[config.mk]
export PLATFORM = sky130hd
export DESIGN_NAME = syn_accumulator_flat
export DESIGN_NICKNAME = d
export VERILOG_FILES = /design/src/rtl/syn_accumulator_if.sv /design/src/rtl/syn_accumulator.sv /design/src/flat_wrapper.sv
export SDC_FILE = /design/constraint.sdc
export NUM_CORES = 1
export LEC_CHECK = 0
export CORE_ASPECT_RATIO = 1.5
export CORE_MARGIN = 5
export CORE_UTILIZATION = 52
export CTS_CLUSTER_DIAMETER = 200
export DETAILED_ROUTE_END_ITERATION = 7
export GPL_ROUTABILITY_DRIVEN = 0
export PLACE_DENSITY = 0.8
export SYNTH_ARGS = -nofsm -noshare
export SYNTH_HDL_FRONTEND = slang
export SYNTH_SLANG_ARGS = --single-unit
[constraint.sdc]
create_clock -name clk -period 5.3 [get_ports clk]
set_input_delay 0.795 -clock clk [delete_from_list [all_inputs] [get_ports clk]]
set_output_delay 0.795 -clock clk [all_outputs]
set_load 0.01 [all_outputs]
[src/rtl/syn_accumulator_if.sv]
// Port bundle between a synaptic accumulator, its spike source / neuron, and the shared weight-memory bank.
// slave: accumulator side. master: environment side, i.e. the controller, the neuron and the weight memory.
interface syn_accumulator_if #(
  parameter int DW     = 16,
  parameter int INT_DW = 8,
  parameter int N_IN   = 64,
  parameter int AW     = 6
);
  localparam int W = DW + INT_DW;

  logic            start;
  logic [N_IN-1:0] in_spikes;
  logic [AW-1:0]   w_addr;
  logic            w_rd;
  logic [W-1:0]    w_data;
  logic [W-1:0]    spiking_value;
  logic            en;
  logic            busy;

  modport slave (
    input  start, in_spikes, w_data,
    output w_addr, w_rd, spiking_value, en, busy
  );

  modport master (
    output start, in_spikes, w_data,
    input  w_addr, w_rd, spiking_value, en, busy
  );
endinterface

[src/rtl/syn_accumulator.sv]
// Serial synaptic accumulator: captures the spike vector on start, sums the weights of active inputs, and strobes en N_IN+1 cycles later.
// No backpressure: the weight memory returns data 1 cycle after w_rd. Define SYN_ACC_SAT_EN to saturate each addition; otherwise additions wrap.
module syn_accumulator #(
  parameter int DW     = 16,
  parameter int INT_DW = 8,
  parameter int N_IN   = 64,
  parameter int AW     = 6
) (
  input  logic               clk,
  input  logic               rst,
  syn_accumulator_if.slave   bus
);
  localparam int W = DW + INT_DW;

  typedef enum logic [1:0] {IDLE, SCAN, DRAIN} state_t;

  state_t                state;
  state_t                state_nxt;
  logic [N_IN-1:0]       spk;
  logic signed [W-1:0]   acc;
  logic signed [W-1:0]   addend;
  logic signed [W-1:0]   acc_sum;
  logic [AW-1:0]         idx;
  logic                  rd_d1;
  logic [W-1:0]          spiking_value_q;
  logic                  en_q;
  logic                  busy_q;
  logic                  accept;
  logic                  scan_last;
  logic                  w_rd_c;

  function automatic logic signed [W-1:0] add_w(input logic signed [W-1:0] a,
                                               input logic signed [W-1:0] b);
`ifdef SYN_ACC_SAT_EN
    logic signed [W:0] s;
    s = {a[W-1], a} + {b[W-1], b};
    // Differing top two bits of the extended sum mean signed overflow.
    if (s[W] != s[W-1])
      add_w = s[W] ? {1'b1, {(W-1){1'b0}}} : {1'b0, {(W-1){1'b1}}};
    else
      add_w = s[W-1:0];
`else
    add_w = a + b;
`endif
  endfunction

  // Weight data is only meaningful in the cycle after a read request.
  assign addend  = rd_d1 ? bus.w_data : '0;
  assign acc_sum = add_w(acc, addend);

  always_comb begin
    state_nxt = state;
    accept    = 1'b0;
    scan_last = 1'b0;
    w_rd_c    = 1'b0;
    case (state)
      IDLE: begin
        if (bus.start) begin
          accept    = 1'b1;
          state_nxt = SCAN;
        end
      end
      SCAN: begin
        w_rd_c = spk[idx];
        if (idx == AW'(N_IN - 1)) begin
          scan_last = 1'b1;
          state_nxt = DRAIN;
        end
      end
      DRAIN: state_nxt = IDLE;
      default: state_nxt = IDLE;
    endcase
  end

  always_ff @(posedge clk or posedge rst) begin
    if (rst)
      state <= IDLE;
    else
      state <= state_nxt;
  end

  always_ff @(posedge clk or posedge rst) begin
    if (rst) begin
      spk             <= '0;
      acc             <= '0;
      idx             <= '0;
      rd_d1           <= 1'b0;
      spiking_value_q <= '0;
      en_q            <= 1'b0;
      busy_q          <= 1'b0;
    end else begin
      en_q <= 1'b0;
      case (state)
        IDLE: begin
          if (accept) begin
            spk    <= bus.in_spikes;
            acc    <= '0;
            idx    <= '0;
            rd_d1  <= 1'b0;
            busy_q <= 1'b1;
          end
        end
        SCAN: begin
          rd_d1 <= w_rd_c;
          idx   <= scan_last ? '0 : idx + 1'b1;
          acc   <= acc_sum;
        end
        DRAIN: begin
          // Folds in the weight of the last scanned input, returned this cycle.
          spiking_value_q <= acc_sum;
          en_q            <= 1'b1;
          busy_q          <= 1'b0;
          rd_d1           <= 1'b0;
        end
        default: ;
      endcase
    end
  end

  assign bus.w_addr        = idx;
  assign bus.w_rd          = w_rd_c;
  assign bus.spiking_value = spiking_value_q;
  assign bus.en            = en_q;
  assign bus.busy          = busy_q;
endmodule

[src/flat_wrapper.sv]
// flat-port wrapper written by rule: the top's interface ports become plain ports
module syn_accumulator_flat 
#(
  parameter int DW     = 16,
  parameter int INT_DW = 8,
  parameter int N_IN   = 64,
  parameter int AW     = 6
)
  (clk, rst, bus_start, bus_in_spikes, bus_w_data, bus_w_addr, bus_w_rd, bus_spiking_value, bus_en, bus_busy);
  syn_accumulator_if #(.DW(DW), .INT_DW(INT_DW), .N_IN(N_IN), .AW(AW)) bus_i ();
  input  logic clk;
  input  logic rst;
  input wire logic [$bits(bus_i.start)-1:0] bus_start;
  input wire logic [$bits(bus_i.in_spikes)-1:0] bus_in_spikes;
  input wire logic [$bits(bus_i.w_data)-1:0] bus_w_data;
  output wire logic [$bits(bus_i.w_addr)-1:0] bus_w_addr;
  output wire logic [$bits(bus_i.w_rd)-1:0] bus_w_rd;
  output wire logic [$bits(bus_i.spiking_value)-1:0] bus_spiking_value;
  output wire logic [$bits(bus_i.en)-1:0] bus_en;
  output wire logic [$bits(bus_i.busy)-1:0] bus_busy;
  assign bus_i.start = bus_start;
  assign bus_i.in_spikes = bus_in_spikes;
  assign bus_i.w_data = bus_w_data;
  assign bus_w_addr = bus_i.w_addr;
  assign bus_w_rd = bus_i.w_rd;
  assign bus_spiking_value = bus_i.spiking_value;
  assign bus_en = bus_i.en;
  assign bus_busy = bus_i.busy;
  syn_accumulator #(.DW(DW), .INT_DW(INT_DW), .N_IN(N_IN), .AW(AW)) u_core (.clk(clk), .rst(rst), .bus(bus_i));
endmodule
# ---- Word level (Yosys, flattened, before mapping)
# Index checks and enable logic that the tools add are counted.
dict set report word_totals {
  reg_bits 123
  input_bits 91
  output_inout_bits 33
}
dict set report classes {
  addsub 2
  magnitude_cmp 1
  n_eq_ne 6
  muxes 21
  reduce_logical 9
}
# cell count
set op_table {}
lappend op_table {{two-way mux 24 bit} 2}
lappend op_table {{case mux 24 bit (2 select lines)} 1}
lappend op_table {{adder 24 bit} 1}
lappend op_table {{two-way mux 6 bit} 2}
lappend op_table {{case mux 6 bit (2 select lines)} 1}
lappend op_table {{AND reduction 2 bit} 5}
lappend op_table {{two-way mux 1 bit} 9}
lappend op_table {{less-than comparator 6 x 7 -> 1 bit (second input constant)} 1}
lappend op_table {{adder 6 x 1 -> 6 bit (second input constant)} 1}
lappend op_table {{binary-select mux 1 bit (select 6 bit)} 1}
lappend op_table {{== test 6 bit (second input constant)} 1}
lappend op_table {{two-way mux 2 bit} 2}
lappend op_table {{!= test 2 x 1 -> 1 bit (second input constant)} 2}
lappend op_table {{case mux 2 bit (2 select lines)} 1}
lappend op_table {{nonzero test 2 bit} 2}
lappend op_table {{case mux 1 bit (3 select lines)} 1}
lappend op_table {{nonzero test 3 bit} 1}
lappend op_table {{== test 2 x 1 -> 1 bit (second input constant)} 1}
lappend op_table {{== test 2 bit (second input constant)} 1}
lappend op_table {{logical NOT 2 bit} 1}
lappend op_table {{!= test 2 bit (second input constant)} 1}
lappend op_table {{case mux 1 bit (2 select lines)} 1}

# ---- Longest topological paths before layout
# Gate-level depths: netlist of the first run.
dict set report logic_depth {
  word_depth 5
  mapped_depth 11
  depth_no_buf 11
}

# ---- Worst setup path before layout of the first run
# OpenSTA, ideal clock, no wires.
dict set report synth_timing {
  path_type {input port to flip-flop}
  start {input port bus_w_data[0]}
  end {register u_core.acc[22]}
  arrival_time_ns 2.718
  setup_slack_ns 2.446
  path_stages 11
  path_buffers 0
  path_cell_list {and2_1 -> ha_1 -> inv_1 -> fa_1 -> nor2b_1 -> o311ai_0 -> a31oi_1 -> a221oi_1 -> o41ai_1 -> xnor2_1 -> o21ai_0}
}
dict set report synth_between {
  elab_chain_cells 3
}
# element line_no
set synth_rtl {}
lappend synth_rtl {{start, declared} flat_wrapper.sv:15} ;# input wire logic [$bits(bus_i.w_data)-1:0] bus_w_data;
lappend synth_rtl {{two-way mux 24 bit} syn_accumulator.sv:48} ;# assign addend = rd_d1 ? bus.w_data : '0;
lappend synth_rtl {{adder 24 bit} syn_accumulator.sv:43} ;# add_w = a + b;
lappend synth_rtl {{case mux 24 bit (2 select lines)} syn_accumulator.sv:93} ;# case (state)
lappend synth_rtl {{end signal, assigned} syn_accumulator.sv:106} ;# acc <= acc_sum;
lappend synth_rtl {{end, declared} syn_accumulator.sv:20} ;# logic signed [W-1:0] acc;
# Every way passes these cells.
# A chain may end at the register's enable or synchronous reset.

# ---- Worst setup path in the final report of the first run
dict set report layout_timing {
  start {register u_core.idx[0], in the netlist u_core.bus.w_addr[0]}
  end {output port bus_w_rd}
}
dict set report layout_between {
  elab_chain_cells 3
}
# element line_no
set layout_rtl {}
lappend layout_rtl {{start, declared} syn_accumulator.sv:23} ;# logic [AW-1:0] idx;
lappend layout_rtl {{start signal, assigned} syn_accumulator.sv:105} ;# idx <= scan_last ? '0 : idx + 1'b1;
lappend layout_rtl {{binary-select mux 1 bit (select 6 bit)} syn_accumulator.sv:64} ;# w_rd_c = spk[idx];
lappend layout_rtl {{two-way mux 1 bit (implied by the code)} syn_accumulator.sv:64}
lappend layout_rtl {{two-way mux 1 bit} syn_accumulator.sv:56} ;# case (state)
lappend layout_rtl {{end, declared} flat_wrapper.sv:17} ;# output wire logic [$bits(bus_i.w_rd)-1:0] bus_w_rd;
# Every way passes these cells. The select of a mux whose other input is x is not followed.

==> impl_metrics.tcl, run 1 <==
set metrics [dict create \
    dp_hpwl_microns 11500 \
    area_growth_syn_to_layout_pct 29.9 \
    drt_pass1_iterations 5 \
    rr_worst_depth 11 \
    irDropWorstVdd_mv 0.296 \
    ys_types 53 \
    critical_path_class "reg -> out" \
    internal-power_w 0.00303 \
    synth_top_cell_by_area "dfrtp_1" \
    p_sw_w 0.00173 \
    clkTransAtPathRegs_ns 0.06 \
    wl_microns 15700 \
    final_cell_mix "clkdlybuf4s50_1 (123), dfrtp_1 (123), mux2_2 (65), nand2_1 (65), o21ai_0 (61)" \
    place_inst 814 \
    yosysSeqAreaShare 0.479 \
    clock_latency_ns 0.41 \
    slew_viol_final 0 \
    die_h_microns 146 \
    antenna_found_initial 0 \
    endpoint_kind "output pin" \
    required_ns 4.51 \
    die-width_microns 101 \
    synth_edf_count 0 \
    critPathMaxFanout 19 \
    finalSetupViolCount 0 \
    clock_sinks 123 \
    finalSetupTns_ns 0 \
    viasPerCell 5.75 \
    grt-ovfl-total 0 \
    tightest_slew_ns 1.09 \
    drcViolationCount 0 \
    status "completed" \
    ios 124 \
    syn_area_per_cell_sq_um 11.3 \
    portBuffers 123 \
    die-area_sq_mm 0.0147 \
    cts_tree "yes" \
    r2r-end "u_core.acc[22]" \
    yosysWarnings 0 \
    p_clk_frac 0.241 \
    hold_slack_ns 0.478 \
    fp-row-count 49 \
    p_leak_nw 3.48 \
    vias 4861 \
    startpoint "u_core.bus.w_addr[0]" \
    grt_first_pass_wirelength_microns 25600 \
    hp-class "reg -> reg" \
    core_sq_mm 0.0121 \
    fin_crit_ns 4.29 \
    ant_nets 0 \
    start_kind "register" \
    dpl_worst_slack_ns 1.50 \
    fin_skew_ns 0.00698 \
    holdBufCountCts 0 \
    yosys_most_used_dff "dfrtp_1" \
    initial_core_util 0.532 \
    grt_pass1_vias 5246 \
    ctsResizeCount 0 \
    wire_per_inst_microns 18.5 \
    grtUsageTotal 0.220 \
    synth_top_area_frac 0.479 \
    layout-drive-gt1-share 0.182 \
    setup_ws_ns 1.01 \
    cap_viol_max_count 0 \
    syn_area_sq_mm 0.00642 \
    design.final.nets 796 \
    power.density_mw_per_mm2 571 \
    swShare 0.363 \
    synth_nets 683 \
    grt_max_degree 67 \
    slew_headroom 0.274 \
    fmax_ghz 0.233 \
    synth-async-reset-ratio 1.00 \
    clk_path_buf_depth 2 \
    r2r_slack_ns 1.86 \
    cts-root-buf "clkbuf_16" \
    arrival_ns 3.50 \
    r2r-start "u_core.rd_d1" \
    rsz0062_at_grt "no" \
    antenna_cells 0 \
    hold_viol_final 0 \
    final_cells 846 \
    drt_iter0_drc 179 \
    endpoint "bus_w_rd" \
    synth_seq_cells 123 \
    syn_inst 567 \
    synth_area_leaders "dfrtp_1 (48%), mux2_2 (11%), mux4_2 (6.7%), o21ai_0 (4.8%), ha_1 (4.7%)" \
    period_share 0.810 \
    seqPwrFrac 0.339 \
    h-tree-depth 4 \
    postCtsSetupBuffers 0 \
    combPwrFrac 0.420 \
    power.total_w 0.00476 \
    cts_inserted_buffers 17 \
]
==> worst min path at each step <==
stage / start / to / cells past startpoint
after floorplan: u_core.acc[10] / u_core.acc[10] / 2
after global placement: u_core.bus.spiking_value[9] / u_core.bus.spiking_value[9] / 2
after detailed placement: u_core.bus.spiking_value[6] / u_core.bus.spiking_value[6] / 2
after CTS: u_core.bus.spiking_value[6] / u_core.bus.spiking_value[6] / 2
after global routing: u_core.bus.busy / u_core.bus.busy / 1
final: u_core.bus.spiking_value[6] / u_core.bus.spiking_value[6] / 2
==> power by group through the flow <==
stage               registers (W)  clock network [W]  logic [W]
detailed placement        0.00163                  0    0.00196
global placement          0.00160                  0    0.00189
finish                    0.00161            0.00115    0.00200
floorplan                 0.00146                  0    0.00153
CTS                       0.00162            0.00117    0.00199
global route              0.00167            0.00121    0.00220
==> Yosys cell counts, types with 2 or more instances <==
| library cell | instances |
|---|---|
| dfrtp_1 | 123 |
| mux2_2 | 65 |
| nand2_1 | 65 |
| o21ai_0 | 61 |
| clkbuf_1 | 30 |
| and2_1 | 27 |
| ha_1 | 24 |
| a21oi_1 | 19 |
| mux4_2 | 19 |
| xnor2_1 | 13 |
| a21o_1 | 11 |
| inv_1 | 11 |
| nor2_1 | 10 |
| xor2_1 | 10 |
| nand4_1 | 6 |
| a31oi_1 | 5 |
| nand2b_1 | 5 |
| nand3_1 | 4 |
| o21a_1 | 4 |
| o21bai_1 | 4 |
| o31ai_1 | 4 |
| mux2i_1 | 3 |
| nor2b_1 | 3 |
| o211ai_1 | 3 |
| a211oi_1 | 2 |
| a221o_1 | 2 |
| a221oi_1 | 2 |
| a22o_1 | 2 |
| a41oi_1 | 2 |
| buf_6 | 2 |
| o311ai_0 | 2 |
| o41ai_1 | 2 |
| or3_1 | 2 |
==> layer usage <==
metal,routed length (microns),global-route usage
met5,0,0
met4,442,0.0910
met3,985,0.0573
met2,8480,0.385
met1,5790,0.249
==> cells by family after synthesis <==
kind of cell             after synthesis  share of synthesized area
flip-flops                           123                      0.479
XOR/XNOR                              23                     0.0314
buffers and inverters                 46                     0.0296
AO/OA/AOI/OAI                        133                      0.127
AND/OR/NAND/NOR                      130                     0.0976
multiplexers                          87                      0.185
adder cells (fa/ha/maj)               25                     0.0499
==> area by class of cell <==
type,instances,area [sq um]
inverter,11,43.8
tap,153,191
clock inverter,14,160
clock buffer,18,429
timing repair buffer,129,1280
sequential,123,3080
multi-input combinational,398,3160
fill,889,3730
==> per-stage QoR <==
step / util / instance area (sq um)
floorplan: - / 6420
finish: 0.691 / 8340
detailed placement: 0.642 / 7750
global placement: 0.642 / 7750
global route: 0.691 / 8340
CTS: 0.691 / 8340
==> flip-flops by register name, summed over array words and instances (netlist names) <==
name and flops:
u_core.bus.busy 1, u_core.spk 64, u_core.bus.spiking_value 24, u_core.acc 24, u_core.bus.w_addr 6, u_core.rd_d1 1, u_core.state 2, u_core.bus.en 1
==> worst max-delay path: stages (launching register included) <==
cell	delay, ns
dfrtp_1	1.04
mux4_2	0.63
mux4_2	0.48
mux2i_1	0.28
o21ai_1	0.13
clkdlybuf4s50_1	0.52
(Power assumes the default switching activity.)
==> run 2, diff against run 1 <==
==> constraint.sdc (replaced) <==
create_clock -name clk -period 4.4 [get_ports clk]
set_input_delay 0.66 -clock clk [delete_from_list [all_inputs] [get_ports clk]]
set_output_delay 0.66 -clock clk [all_outputs]
set_load 0.01 [all_outputs]
==> impl_metrics.tcl, run 2 (synthesis gave the netlist of run 1 again) <==
set metrics [dict create \
    fp-row-count 49 \
    clock_latency_ns 0.42 \
    slew_headroom 0.388 \
    ant_nets 0 \
    top_register "u_core.spk" \
    drt_pass1_iterations 4 \
    finalSetupViolCount 0 \
    die-area_sq_mm 0.0147 \
    h-tree-depth 4 \
    fin_crit_ns 3.79 \
    period_share 0.862 \
    ios 124 \
    fin_skew_ns 0.00890 \
    critPathMaxFanout 20 \
    cts_tree "yes" \
    largest_register_ffs 64 \
    endpoint_kind "output pin" \
    finalSetupTns_ns 0 \
    grt_first_pass_wirelength_microns 25400 \
    postCtsSetupBuffers 0 \
    required_ns 3.74 \
    dp_hpwl_microns 10900 \
    die_h_microns 146 \
    grt-ovfl-total 0 \
    clk_path_buf_depth 2 \
    viasPerCell 5.74 \
    power.density_mw_per_mm2 671 \
    clock_sinks 123 \
    antenna_found_initial 0 \
    design.final.nets 797 \
    vias 4862 \
    irDropWorstVdd_mv 0.382 \
    die-width_microns 101 \
    final_cells 847 \
    place_inst 815 \
    cap_viol_max_count 0 \
    core_sq_mm 0.0121 \
    layout-drive-gt1-share 0.184 \
    wl_microns 14900 \
    final_core_util 0.688 \
    start_kind "register" \
    clkTransAtPathRegs_ns 0.06 \
    final_cell_mix "clkdlybuf4s50_1 (123), dfrtp_1 (123), mux2_2 (65), nand2_1 (65), o21ai_0 (61)" \
    antenna_cells 0 \
    tightest_slew_ns 0.918 \
    fmax_ghz 0.264 \
    slew_viol_final 0 \
    initial_core_util 0.532 \
    hp-class "reg -> reg" \
    grt_max_degree 70 \
    status "completed" \
    wire_per_inst_microns 17.6 \
    arrival_ns 3.13 \
    cts-root-buf "clkbuf_16" \
    critical_path_class "reg -> out" \
    ctsResizeCount 0 \
    drcViolationCount 0 \
    grtUsageTotal 0.215 \
    drt_iter0_drc 158 \
    grt_pass1_vias 5235 \
    area_growth_syn_to_layout_pct 29.4 \
    holdBufCountCts 0 \
    rsz0062_at_grt "no" \
    cts_inserted_buffers 17 \
    portBuffers 123 \
    hold_viol_final 0 \
    p_leak_nw 3.48 \
]
## run 2: cell count changes in the layout (fill, tap and decap cells not counted), sizes merged
cell	previous run	this run
inv	17	20
bufinv	2	0
clkinv	2	4
clkinvlp	4	2
buf	6	7
clkbuf	18	17
## run 2: layout make-up
cell class	count	area (sq um)
inverters	11	43.8
clock inverters	15	128
fillers	911	3760
flip-flops and latches	123	3080
repair buffers	130	1280
multi-input cells	398	3160
clock buffers	17	425
well taps	153	191
## run 2: routing by layer
layer | wire length (microns) | global-route usage
met1 | 5560 | 0.246
met2 | 8000 | 0.381
met3 | 1000 | 0.0582
met4 | 300 | 0.0722
met5 | 0 | 0
## run 2: final timing paths
kind	startpoint	endpoint	slack, ns	cells past startpoint
min in group asynchronous	rst	u_core.bus.spiking_value[3]	0.74	2
worst min register to register	u_core.bus.spiking_value[13]	u_core.bus.spiking_value[13]	0.48	2
worst min-delay path	u_core.bus.spiking_value[13]	u_core.bus.spiking_value[13]	0.48	2
worst max register to register	u_core.rd_d1	u_core.bus.spiking_value[18]	0.95	11
max in group asynchronous	rst	u_core.acc[10]	2.75	3
worst max-delay path	u_core.bus.w_addr[1]	bus_w_rd	0.61	5
## run 2: where the power goes
group / total, W / switching, W / internal, W
clock network: 0.00129 / 0.000555 / 0.000737
logic: 0.00241 / 0.00116 / 0.00125
registers: 0.00188 / 0.000325 / 0.00155
total: 0.00558 / 0.00204 / 0.00354
## run 2: worst max-delay path, cell delays in order (launching register included)
cell	delay (ns)
dfrtp_1	0.93
mux4_2	0.45
mux4_2	0.46
o211ai_1	0.20
o21ai_1	0.13
clkdlybuf4s50_1	0.53
## run 2: stage by stage
step	hold slack [ns]	area (sq um)	power, W	setup WS, ns
after floorplan	0.456	6420	0.00361	0.469
after global placement	0.460	7760	0.00422	0.874
after detailed placement	0.469	7760	0.00431	0.811
after CTS	0.482	8310	0.00563	0.561
after global routing	0.504	8310	0.00600	0.435
final	0.476	8310	0.00558	0.607
